===== src/rtl/div_batch_mem_ctrl.sv =====
// div_batch_mem_ctrl: sequences CDF pair reads, divider lanes and quotient write-back
module div_batch_mem_ctrl #(
   parameter int ADDR_W      = 16,
   parameter int NUM_DIV     = 8,
   parameter int RD_BASE     = 64,
   parameter int WT_BASE     = 128,
   parameter int NUM_ENTRIES = 64,
   parameter int RD_LAT      = 2,
   parameter int TIMEOUT     = 1023
) (
   input  logic               clk,
   input  logic               reset,
   input  logic               start,
   input  logic               abort,
   input  logic [NUM_DIV-1:0] lane_mask,
   input  logic [NUM_DIV-1:0] div_done,
   output logic [ADDR_W-1:0]  sc_mem_rd_addr1,
   output logic [ADDR_W-1:0]  sc_mem_rd_addr2,
   output logic               sc_mem_rd_en,
   output logic               sc_mem_rd_data_rdy,
   output logic               div_en,
   output logic [ADDR_W-1:0]  sc_mem_wt_addr,
   output logic               sc_mem_wt_en,
   output logic               wt_sel,
   output logic               busy,
   output logic               done,
   output logic               err
);
   localparam int K_W = (NUM_ENTRIES / 2 > 1) ? $clog2(NUM_ENTRIES / 2) : 1;
   localparam int L_W = (RD_LAT > 1) ? $clog2(RD_LAT) : 1;
   localparam int T_W = (TIMEOUT > 0) ? $clog2(TIMEOUT + 1) : 1;
   localparam logic [K_W-1:0]    K_LAST = K_W'(NUM_ENTRIES / 2 - 1);
   localparam logic [L_W-1:0]    L_LAST = L_W'(RD_LAT - 1);
   localparam logic [T_W-1:0]    T_MAX  = T_W'(TIMEOUT);
   localparam logic [ADDR_W-1:0] RD_B   = ADDR_W'(RD_BASE);
   localparam logic [ADDR_W-1:0] WT_B   = ADDR_W'(WT_BASE);

   typedef enum logic [3:0] {
      IDLE, ISSUE_RD, RD_WAIT, RD_RDY, DIV_START, DIV_WAIT, WR0, WR1, COMPLETE
   } state_t;

   state_t             state_q, state_nxt;
   logic [K_W-1:0]     k_q, k_n;
   logic [L_W-1:0]     lat_q;
   logic [T_W-1:0]     tmo_q;
   logic [NUM_DIV-1:0] mask_q;
   logic               all_done;

   assign all_done = &(div_done | ~mask_q);
   assign k_n      = (state_q == IDLE) ? '0 : k_q + 1'b1;

   // state register
   always_ff @(posedge clk) begin
      if (reset) state_q <= IDLE;
      else state_q <= state_nxt;
   end

   // next state: start only matters in IDLE, abort overrides everything elsewhere
   always_comb begin
      state_nxt = state_q;
      if (state_q == IDLE) state_nxt = start ? ISSUE_RD : IDLE;
      else if (abort) state_nxt = IDLE;
      else begin
         case (state_q)
            ISSUE_RD:  state_nxt = RD_WAIT;
            RD_WAIT:   state_nxt = (lat_q == L_LAST) ? RD_RDY : RD_WAIT;
            RD_RDY:    state_nxt = DIV_START;
            DIV_START: state_nxt = DIV_WAIT;
            DIV_WAIT:  state_nxt = all_done ? WR0 : (tmo_q == T_MAX) ? COMPLETE : DIV_WAIT;
            WR0:       state_nxt = WR1;
            WR1:       state_nxt = (k_q == K_LAST) ? COMPLETE : ISSUE_RD;
            default:   state_nxt = IDLE;
         endcase
      end
   end

   // Moore strobes decoded from the state register
   always_comb begin
      sc_mem_rd_en       = state_q == ISSUE_RD;
      sc_mem_rd_data_rdy = state_q == RD_RDY;
      div_en             = state_q == DIV_START;
      sc_mem_wt_en       = state_q == WR0 || state_q == WR1;
      wt_sel             = state_q == WR1;
      busy               = state_q != IDLE;
      done               = state_q == COMPLETE;
   end

   // batch index, wait counters, latched mask, sticky error and address registers
   always_ff @(posedge clk) begin
      if (reset) begin
         k_q             <= '0;
         lat_q           <= '0;
         tmo_q           <= '0;
         mask_q          <= '0;
         err             <= 1'b0;
         sc_mem_rd_addr1 <= '0;
         sc_mem_rd_addr2 <= '0;
         sc_mem_wt_addr  <= '0;
      end else begin
         lat_q <= (state_q == RD_WAIT) ? lat_q + 1'b1 : '0;
         tmo_q <= (state_q == DIV_WAIT) ? tmo_q + 1'b1 : '0;
         if (state_q == IDLE && start) begin
            mask_q <= lane_mask;
            err    <= 1'b0;
         end
         if (state_q == DIV_WAIT && state_nxt == COMPLETE) err <= 1'b1;
         if (state_nxt == ISSUE_RD) begin
            k_q             <= k_n;
            sc_mem_rd_addr1 <= RD_B + ADDR_W'({k_n, 1'b0});
            sc_mem_rd_addr2 <= RD_B + ADDR_W'({k_n, 1'b1});
         end
         if (state_nxt == WR0 || state_nxt == WR1)
            sc_mem_wt_addr <= WT_B + ADDR_W'({k_q, state_nxt == WR1});
      end
   end
endmodule


===== config.mk =====
export PLATFORM = sky130hd
export DESIGN_NAME = div_batch_mem_ctrl
export DESIGN_NICKNAME = d
export VERILOG_FILES = /design/src/rtl/div_batch_mem_ctrl.sv
export SDC_FILE = /design/constraint.sdc
export NUM_CORES = 1
export LEC_CHECK = 0
export ABC_CLOCK_PERIOD_IN_PS = 2100
export CAP_MARGIN = 10
export CORE_AREA = 5 5 92 60
export CTS_BUF_LIST = sky130_fd_sc_hd__clkbuf_16
export DETAILED_ROUTE_END_ITERATION = 12
export DIE_AREA = 0 0 97 65
export PLACE_DENSITY = 0.86
export SYNTH_ARGS = -nofsm -noshare
export SYNTH_HDL_FRONTEND = slang
export SYNTH_SLANG_ARGS = --single-unit

===== constraint.sdc =====
create_clock -name clk -period 2.1 [get_ports clk]
set_input_delay 0.21 -clock clk [delete_from_list [all_inputs] [get_ports clk]]
set_output_delay 0.21 -clock clk [all_outputs]
set_load 0.02 [all_outputs]

==> summary.md, run 1 <==
### Run status
• complete, no violations — outcome

### Yosys
• simple AND/OR/NAND/NOR gates — dominant combinational cell family by area after synthesis
• 40 — Netlist cell types
• 38.0% — fraction of the yosys area taken by sequential cells
• 26.0% — share of synthesized cell area in and, or, nand and nor gates
• 11.0% — area fraction in compound gates after synthesis
• 1950 um^2 — cell area after technology mapping
• 37 — post-synthesis sequential element count
• 243 — Mapped Cells
• 0% — FFs w/ async S/R, synth
• 3.14% — Synth Area in XOR/XNOR
• 2.57% — share of cell area taken by muxes after synthesis
• 1.92% — fraction of the mapped netlist area in adder cells
• 0 — count of synthesis-stage warnings from yosys
• 0 — number of flops mapped to enable cells by yosys
• 8.03 um^2 — mean cell area of the mapped netlist
• dfxtp_1 — primary flip-flop cell chosen by synthesis mapping

### STA
• 5.33 ps — Clock Skew
• no — setup repair after global routing missed its margin
• 1950 ps — clock period minus final worst setup slack
• 0 — number of pins with negative max-slew slack in the final report
• 147 ps — slack of the critical path
• 0 ps — final setup TNS
• 512 MHz — highest achievable clock rate
• 66.5% — Slew Limit Headroom
• 498 ps — worst-margin pin slew
• 93.0% — ratio of final minimum period to clock period
• 0 — Final setup viols
• 0 — Hold Fails Final Rpt

### Die
• 4730 um^2 — Placeable Area
• 6310 um^2 — Die Outline Area
• 97 um — Die Width
• 65 um — vertical die dimension
• 41.2% — initial core utilization
• 76 — IO Pins
• 20 — Cell Rows

### GRT
• 0 — total congestion overflow
• 1,710 — vias in the first global route
• 0 — antenna violations before repair
• 15.7% — overall fraction of global-route tracks in use
• 14 — pin count of the biggest net entering global routing
• 7910 um — global-route wire length before repair

### Layout
• 316 — number of nets in the layout
• 54.9% — final cell utilization of the core
• 0 — number of diodes added for antenna fixing
• 429 — fillers
• 8.16% — fraction of final layout cells sized beyond drive strength 1
• 33.0% — area growth from synthesis to final layout

### Place
• 47 — total of buffers placed on input and output ports
• 173 ps — Post-Place Setup Slack
• 3630 um — Detailed Place HPWL
• 0.886 — routability congestion estimate from global placement

### Worst setup path
• flip-flop — Critical Path Source Type
• 12 — worst-path maximum fanout
• flip-flop to output pin — startpoint-to-endpoint class of the critical path
• 1740 ps — Critical Path AT
• 9 — r2r worst-path depth
• 1890 ps — Worst EP required
• output pin — crit path capture type

### Detailed routing
• 4 — Initial DRT Pass Iterations
• 13.8 um — detailed-route wire length per cell
• 0 — number of remaining DRC errors
• 4.80 — via-per-instance ratio
• 4950 um — overall routed net length
• 109 — initial detailed-routing violation count
• 0 — antenna-violating nets left
• 1,727 — total number of vias

### Clocking
• 2 — Max clock buf depth
• clkbuf_16 — cell at the root of the clock tree
• done — clock tree from TritonCTS
• 0 — post-cts hold buffer count
• 0 — Post-CTS Setup Inserts
• 5 — CTS Buf Count
• 2 — Clock H-tree levels
• 37 — clock net sink count
• 280 ps — Worst-Skew Late Latency
• 60 ps — clock input transition at the sequential cells of the worst setup and hold paths
• 0 — number of cells upsized or downsized after cts

### Worst hold path
• 1 — cell count of the worst hold path
• flip-flop to flip-flop — class of the worst hold path

### Pwr
• 749 nW/um^2 — Cell Pwr Density
• 1.03 nW — leakage power of the design
• 0.317 mV — IR Drop Worst-Case VDD

### Job
• 0 — count of maximum capacitance violations

## metal layers
| metal | share of wire (%) | track usage (%) | wire [um] |
|---|---|---|---|
| met1 | 43 | 19.5 | 2130 |
| met4 | 1.3 | 5.08 | 63 |
| met5 | 0 | 0 | 0 |
| met2 | 47 | 24.6 | 2320 |
| met3 | 8.9 | 6.67 | 441 |
## where the power goes
| part | internal, mW | switching, mW | leakage, nW |
|---|---|---|---|
| clock | 0.684 | 0.292 | 0.0944 |
| sequential | 0.719 | 0.00951 | 0.300 |
| combinational | 0.0958 | 0.143 | 0.640 |
## cell families after synthesis
| logic type | count (synthesis) |
|---|---|
| compound gates | 38 |
| xor+xnor | 7 |
| fa+ha+maj | 3 |
| buf+inv | 53 |
| flops | 37 |
| mux | 5 |
| other cells | 1 |
| simple gates | 99 |
## area by class of cell
type | count | area (um^2) | area share, %
Clock buffer | 5 | 125 | 4.82
Clock inverter | 3 | 68.8 | 2.65
Inverter | 9 | 33.8 | 1.30
Multi-Input combinational cell | 180 | 976 | 37.6
Sequential cell | 37 | 741 | 28.5
Tap cell | 66 | 82.6 | 3.18
Timing Repair Buffer | 60 | 568 | 21.9
## Yosys cell counts, types with 3 or more instances
| cell | n | area [um^2] |
|---|---|---|
| dfxtp_1 | 37 | 741 |
| buf_4 | 35 | 263 |
| nand2_1 | 32 | 120 |
| a21oi_1 | 19 | 95.1 |
| nor2_1 | 19 | 71.3 |
| nand3_1 | 10 | 50.1 |
| inv_1 | 9 | 33.8 |
| o21ai_0 | 7 | 35.0 |
| or3_1 | 7 | 43.8 |
| nor3_1 | 6 | 30.0 |
| clkbuf_1 | 5 | 18.8 |
| mux2i_1 | 5 | 50.1 |
| nand2b_1 | 5 | 31.3 |
| and3_1 | 4 | 25.0 |
| buf_2 | 4 | 20.0 |
| xor2_1 | 4 | 35.0 |
| and4_1 | 3 | 26.3 |
| ha_1 | 3 | 37.5 |
| o21ai_1 | 3 | 15.0 |
| xnor2_1 | 3 | 26.3 |
## path summary, 6_finish.rpt
kind                   start  endpoint  slack [ps]
setup / recovery  state_q[0]      done         150
hold / removal         lat_q     lat_q         410
setup reg to reg      k_q[0]    k_q[2]         210
hold reg to reg        lat_q     lat_q         410
## sequential cells by signal, indices dropped and copies added, names as in the netlist
signal / cells
mask_q: 8
sc_mem_rd_addr2: 2
state_q: 4
k_q: 4
sc_mem_wt_addr: 7
tmo_q: 10
err: 1
lat_q: 1
## metrics by stage
step	area [um^2]	cells	hold WS (ps)	total power, mW
floorplan	2050	270	286	0.925
global placement	2400	352	401	0.972
detailed placement	2400	352	402	0.978
CTS	2590	360	416	1.95
global route	2590	360	431	2.01
finish	2590	360	415	1.94
## worst max-delay path, stage by stage, from the launching register on
cell and delay (ps):
dfxtp_1 320, buf_4 180, nor4b_1 310, clkdlybuf4s50_1 660
## cells in the final DEF (no fill, tap or decap), types with 3 or more instances in the layout
master           instances
nand2b_1                 5
nand2_1                 32
mux2i_1                  5
buf_4                   13
dfxtp_1                 37
nor3_1                   6
nand3_1                 10
inv_1                    9
o21ai_1                  3
xor2_1                   4
and4_1                   3
and3_1                   4
or3_1                    7
nor2_1                  19
clkdlybuf4s50_1         47
a21oi_1                 19
xnor2_1                  3
clkbuf_16                5
ha_1                     3
conb_1                  28
o21ai_0                  7
Power figures use the tool's default switching activity.
==> run 2: changes to the inputs <==
Settings changed: SKIP_CTS_REPAIR_TIMING set to 1, SLEW_MARGIN set to 10.
==> results of run 2 <==
No change in the layout: final DEF, timing and power equal those of run 1.
==> run 3: changes to the inputs <==
Settings changed: ABC_AREA set to 1, CORE_AREA 5 5 92 60 to 5 5 74 76, DIE_AREA 0 0 97 65 to 0 0 79 81, PLACE_DENSITY 0.86 to 0.85.
==> run 3 against run 2 <==
  * Design area fell by 2.7%
  * Final cell count rose by 4.4%
  * Sequential share of layout area is 0.81 points higher
  * Hold slack gained 7.3 ps
  * Wire length down 13%
  * Largest cell class unchanged
==> summary.md, run 3 <==
### GRT
• 1,611 — vias in the first global route, -5.8%
• 14.5% — global-route track usage on met1, -5.0 points
• 25.7% — global routing usage on met2, +1.1 points
• 13.9% — overall fraction of global-route tracks in use, -1.8 points
• 16 — pin count of the biggest net entering global routing, +2
• met2 — most crowded layer after global routing
• 6970 um — global-route wire length before repair, -12%
• 4.88% — met3 Usage GRT, -1.8 points
• 0 — antenna violations before repair, unchanged
• 0 — total congestion overflow, unchanged

### Detailed routing
• 4290 um — overall routed net length, -13%
• 4.55 — via-per-instance ratio, -5.2%
• 1,710 — total number of vias, -0.98%
• 78 — initial detailed-routing violation count, -28%
• 11.4 um — detailed-route wire length per cell, -17%
• 0 — antenna-violating nets left, unchanged
• 0 — number of remaining DRC errors, unchanged
• 4 — Initial DRT Pass Iterations, unchanged

### Layout
• 947 um^2 — total area of multi-input combinational cells, -2.9%
• 741 um^2 — combined flip-flop and latch cell area, unchanged
• nand2_1 (51), clkdlybuf4s50_1 (47), dfxtp_1 (37), inv_1 (35), nor2_1 (31) — most frequent cells in the layout
• 435 — fillers, +1.4%
• tmo_q — register name with the most flops
• 9.32% — fraction of final layout cells sized beyond drive strength 1, +1.2 points
• tmo_q x10, mask_q x8, sc_mem_wt_addr x7 — largest registers
• 25.4% — area growth from synthesis to final layout
• 0 — number of diodes added for antenna fixing, unchanged
• nand2_1 — most frequent standard cell in the layout excluding fill and tap cells
• 10 — Largest register FFs, unchanged
• 344 — number of nets in the layout, +8.9%

### Yosys
• nand2_1 — cell with the most instances after synthesis
• 30 — Netlist cell types, -25%
• 27.9% — share of synthesized cell area in and, or, nand and nor gates, +1.8 points
• dfxtp_1 (37%), buf_4 (13%), nand2_1 (9.5%), inv_1 (6.0%), nor2_1 (5.8%) — cell types occupying the most area after synthesis
• dfxtp_1 — primary flip-flop cell chosen by synthesis mapping
• nand2_1 (51), dfxtp_1 (37), buf_4 (35) — list of most frequent post-synthesis cells
• 7.29 um^2 — mean cell area of the mapped netlist, -9.2%
• 37 — post-synthesis sequential element count, unchanged
• 2010 um^2 — cell area after technology mapping, +3.1%
• 0 — count of synthesis-stage warnings from yosys, unchanged
• 0% — FFs w/ async S/R, synth, unchanged
• 1.31% — Synth Area in XOR/XNOR, -1.8 points
• 0% — share of cell area taken by muxes after synthesis, -2.6 points
• 10.8% — area fraction in compound gates after synthesis, -0.15 points
• dfxtp_1 — biggest area consumer among synthesized cells
• 1.87% — fraction of the mapped netlist area in adder cells, -0.059 points
• 0 — number of flops mapped to enable cells by yosys, unchanged
• simple AND/OR/NAND/NOR gates — dominant combinational cell family by area after synthesis
• 36.8% — portion of synthesized cell area occupied by the leading cell type, -1.2 points
• 36.8% — fraction of the yosys area taken by sequential cells, -1.2 points
• 276 — Mapped Cells, +14%

### Place
• 47 — total of buffers placed on input and output ports, unchanged
• 0.858 — routability congestion estimate from global placement, -3.1%
• 3460 um — Detailed Place HPWL, -4.6%

### Pwr
• 662 nW/um^2 — Cell Pwr Density, -12%
• 1.67 mW — overall power consumption, -14%
• 0.368 mV — IR Drop Worst-Case VDD, +16%
• 1.12 nW — leakage power of the design, +8.2%

### Worst setup path
• 1890 ps — Worst EP required, about the same
• 6 — worst-path maximum fanout, -6
• flip-flop — Critical Path Source Type
• clkdlybuf4s50_1 — highest-delay cell along the critical path
• output pin — crit path capture type
• flip-flop to output pin — startpoint-to-endpoint class of the critical path
• buffers and inverters — category of cells accounting for the largest share of critical-path delay
• 560 ps — largest stage delay on the critical path, -100 ps
• 1760 ps — Critical Path AT, +20 ps
• 3 — WP buf/inv, +1
• nor2_1 -> inv_1 -> nor2_1 -> inv_1 -> clkdlybuf4s50_1 — cells along the critical path

### Clocking
• 5 — CTS Buf Count, unchanged
• done — clock tree from TritonCTS
• 280 ps — Worst-Skew Late Latency, about the same
• 2 — Max clock buf depth, unchanged
• 2 — Clock H-tree levels, unchanged
• 37 — clock net sink count, unchanged
• 50 ps — clock input transition at the sequential cells of the worst setup and hold paths, about the same
• clkbuf_16 — cell at the root of the clock tree

### Die
• 81 um — vertical die dimension, +25%
• 79 um — Die Width, -19%
• 6400 um^2 — Die Outline Area, +1.5%
• 4660 um^2 — Placeable Area, -1.5%
• 25 — Cell Rows, +25%
• 76 — IO Pins, unchanged
• 43.2% — initial core utilization, +1.9 points

### STA
• 1970 ps — clock period minus final worst setup slack, +20.8 ps
• 0 — number of pins with negative max-slew slack in the final report, unchanged
• 0 ps — final setup TNS, unchanged
• 4.95 ps — Clock Skew, -0.382 ps
• no — setup repair after global routing missed its margin
• 94.0% — ratio of final minimum period to clock period, +0.99 points
• 0 — Hold Fails Final Rpt, unchanged
• 0 — Final setup viols, unchanged
• 507 MHz — highest achievable clock rate, -1.1%

### Worst hold path
• flip-flop to flip-flop — class of the worst hold path

### Run status
• complete, no violations — outcome

### Job
• 0 — count of maximum capacitance violations, unchanged

## run 3: cell types whose count changed after synthesis, moves of 4 or more
cell      before  now
or3_1          7    0
nor2_1        19   31
mux2i_1        5    0
nand2_1       32   51
inv_1          9   32
inv_2          0    5
nand2b_1       5    0
o21ai_1        3    7
nand2_2        0    5
## run 3: power by group
part	total, mW	internal [mW]	switching, mW
Sequential	0.738	0.723	0.0151
Combinational	0.252	0.0959	0.157
Clock	0.680	0.426	0.255
Total	1.67	1.24	0.427
## run 3: area by class of cell
type	count	area share (%)
Multi-Input combinational cell	190	37.5
Sequential cell	37	29.4
Timing Repair Buffer	50	19.5
Tap cell	54	2.68
Inverter	37	5.50
Clock buffer	5	4.96
Clock inverter	3	0.446
## run 3: per-layer routing
layer / part of all wire [%] / wire length, um
met1: 40 / 1690
met2: 51 / 2200
met3: 7.6 / 325
met4: 1.4 / 61
met5: 0 / 0
## run 3: worst paths after layout
kind               from  endpoint  slack, ps  cells past startpoint
min reg2reg       lat_q     lat_q        420                      1
max reg2reg      k_q[0]    k_q[1]        260                     12
min               lat_q     lat_q        420                      1
max          state_q[1]      busy        130                      5
## run 3: through the flow
stage / cells / worst slack (ps) / area, um^2 / hold slack (ps) / util, %
5_1_grt: 376 / 57.1 / 2520 / 454 / 54.1
3_5_place_dp: 368 / 100 / 2390 / 427 / 51.2
6_report: 376 / 127 / 2520 / 422 / 54.1
2_1_floorplan: 303 / 360 / 2110 / 354 / -
4_1_cts: 376 / 136 / 2520 / 434 / 54.1
3_3_place_gp: 368 / 209 / 2390 / 409 / 51.2
## run 3: cells by family after synthesis
logic type,Yosys count
AO/OA/AOI/OAI,40
XOR/XNOR,3
adder cells (fa/ha/maj),3
buffers and inverters,76
flip-flops,37
other,1
AND/OR/NAND/NOR,116
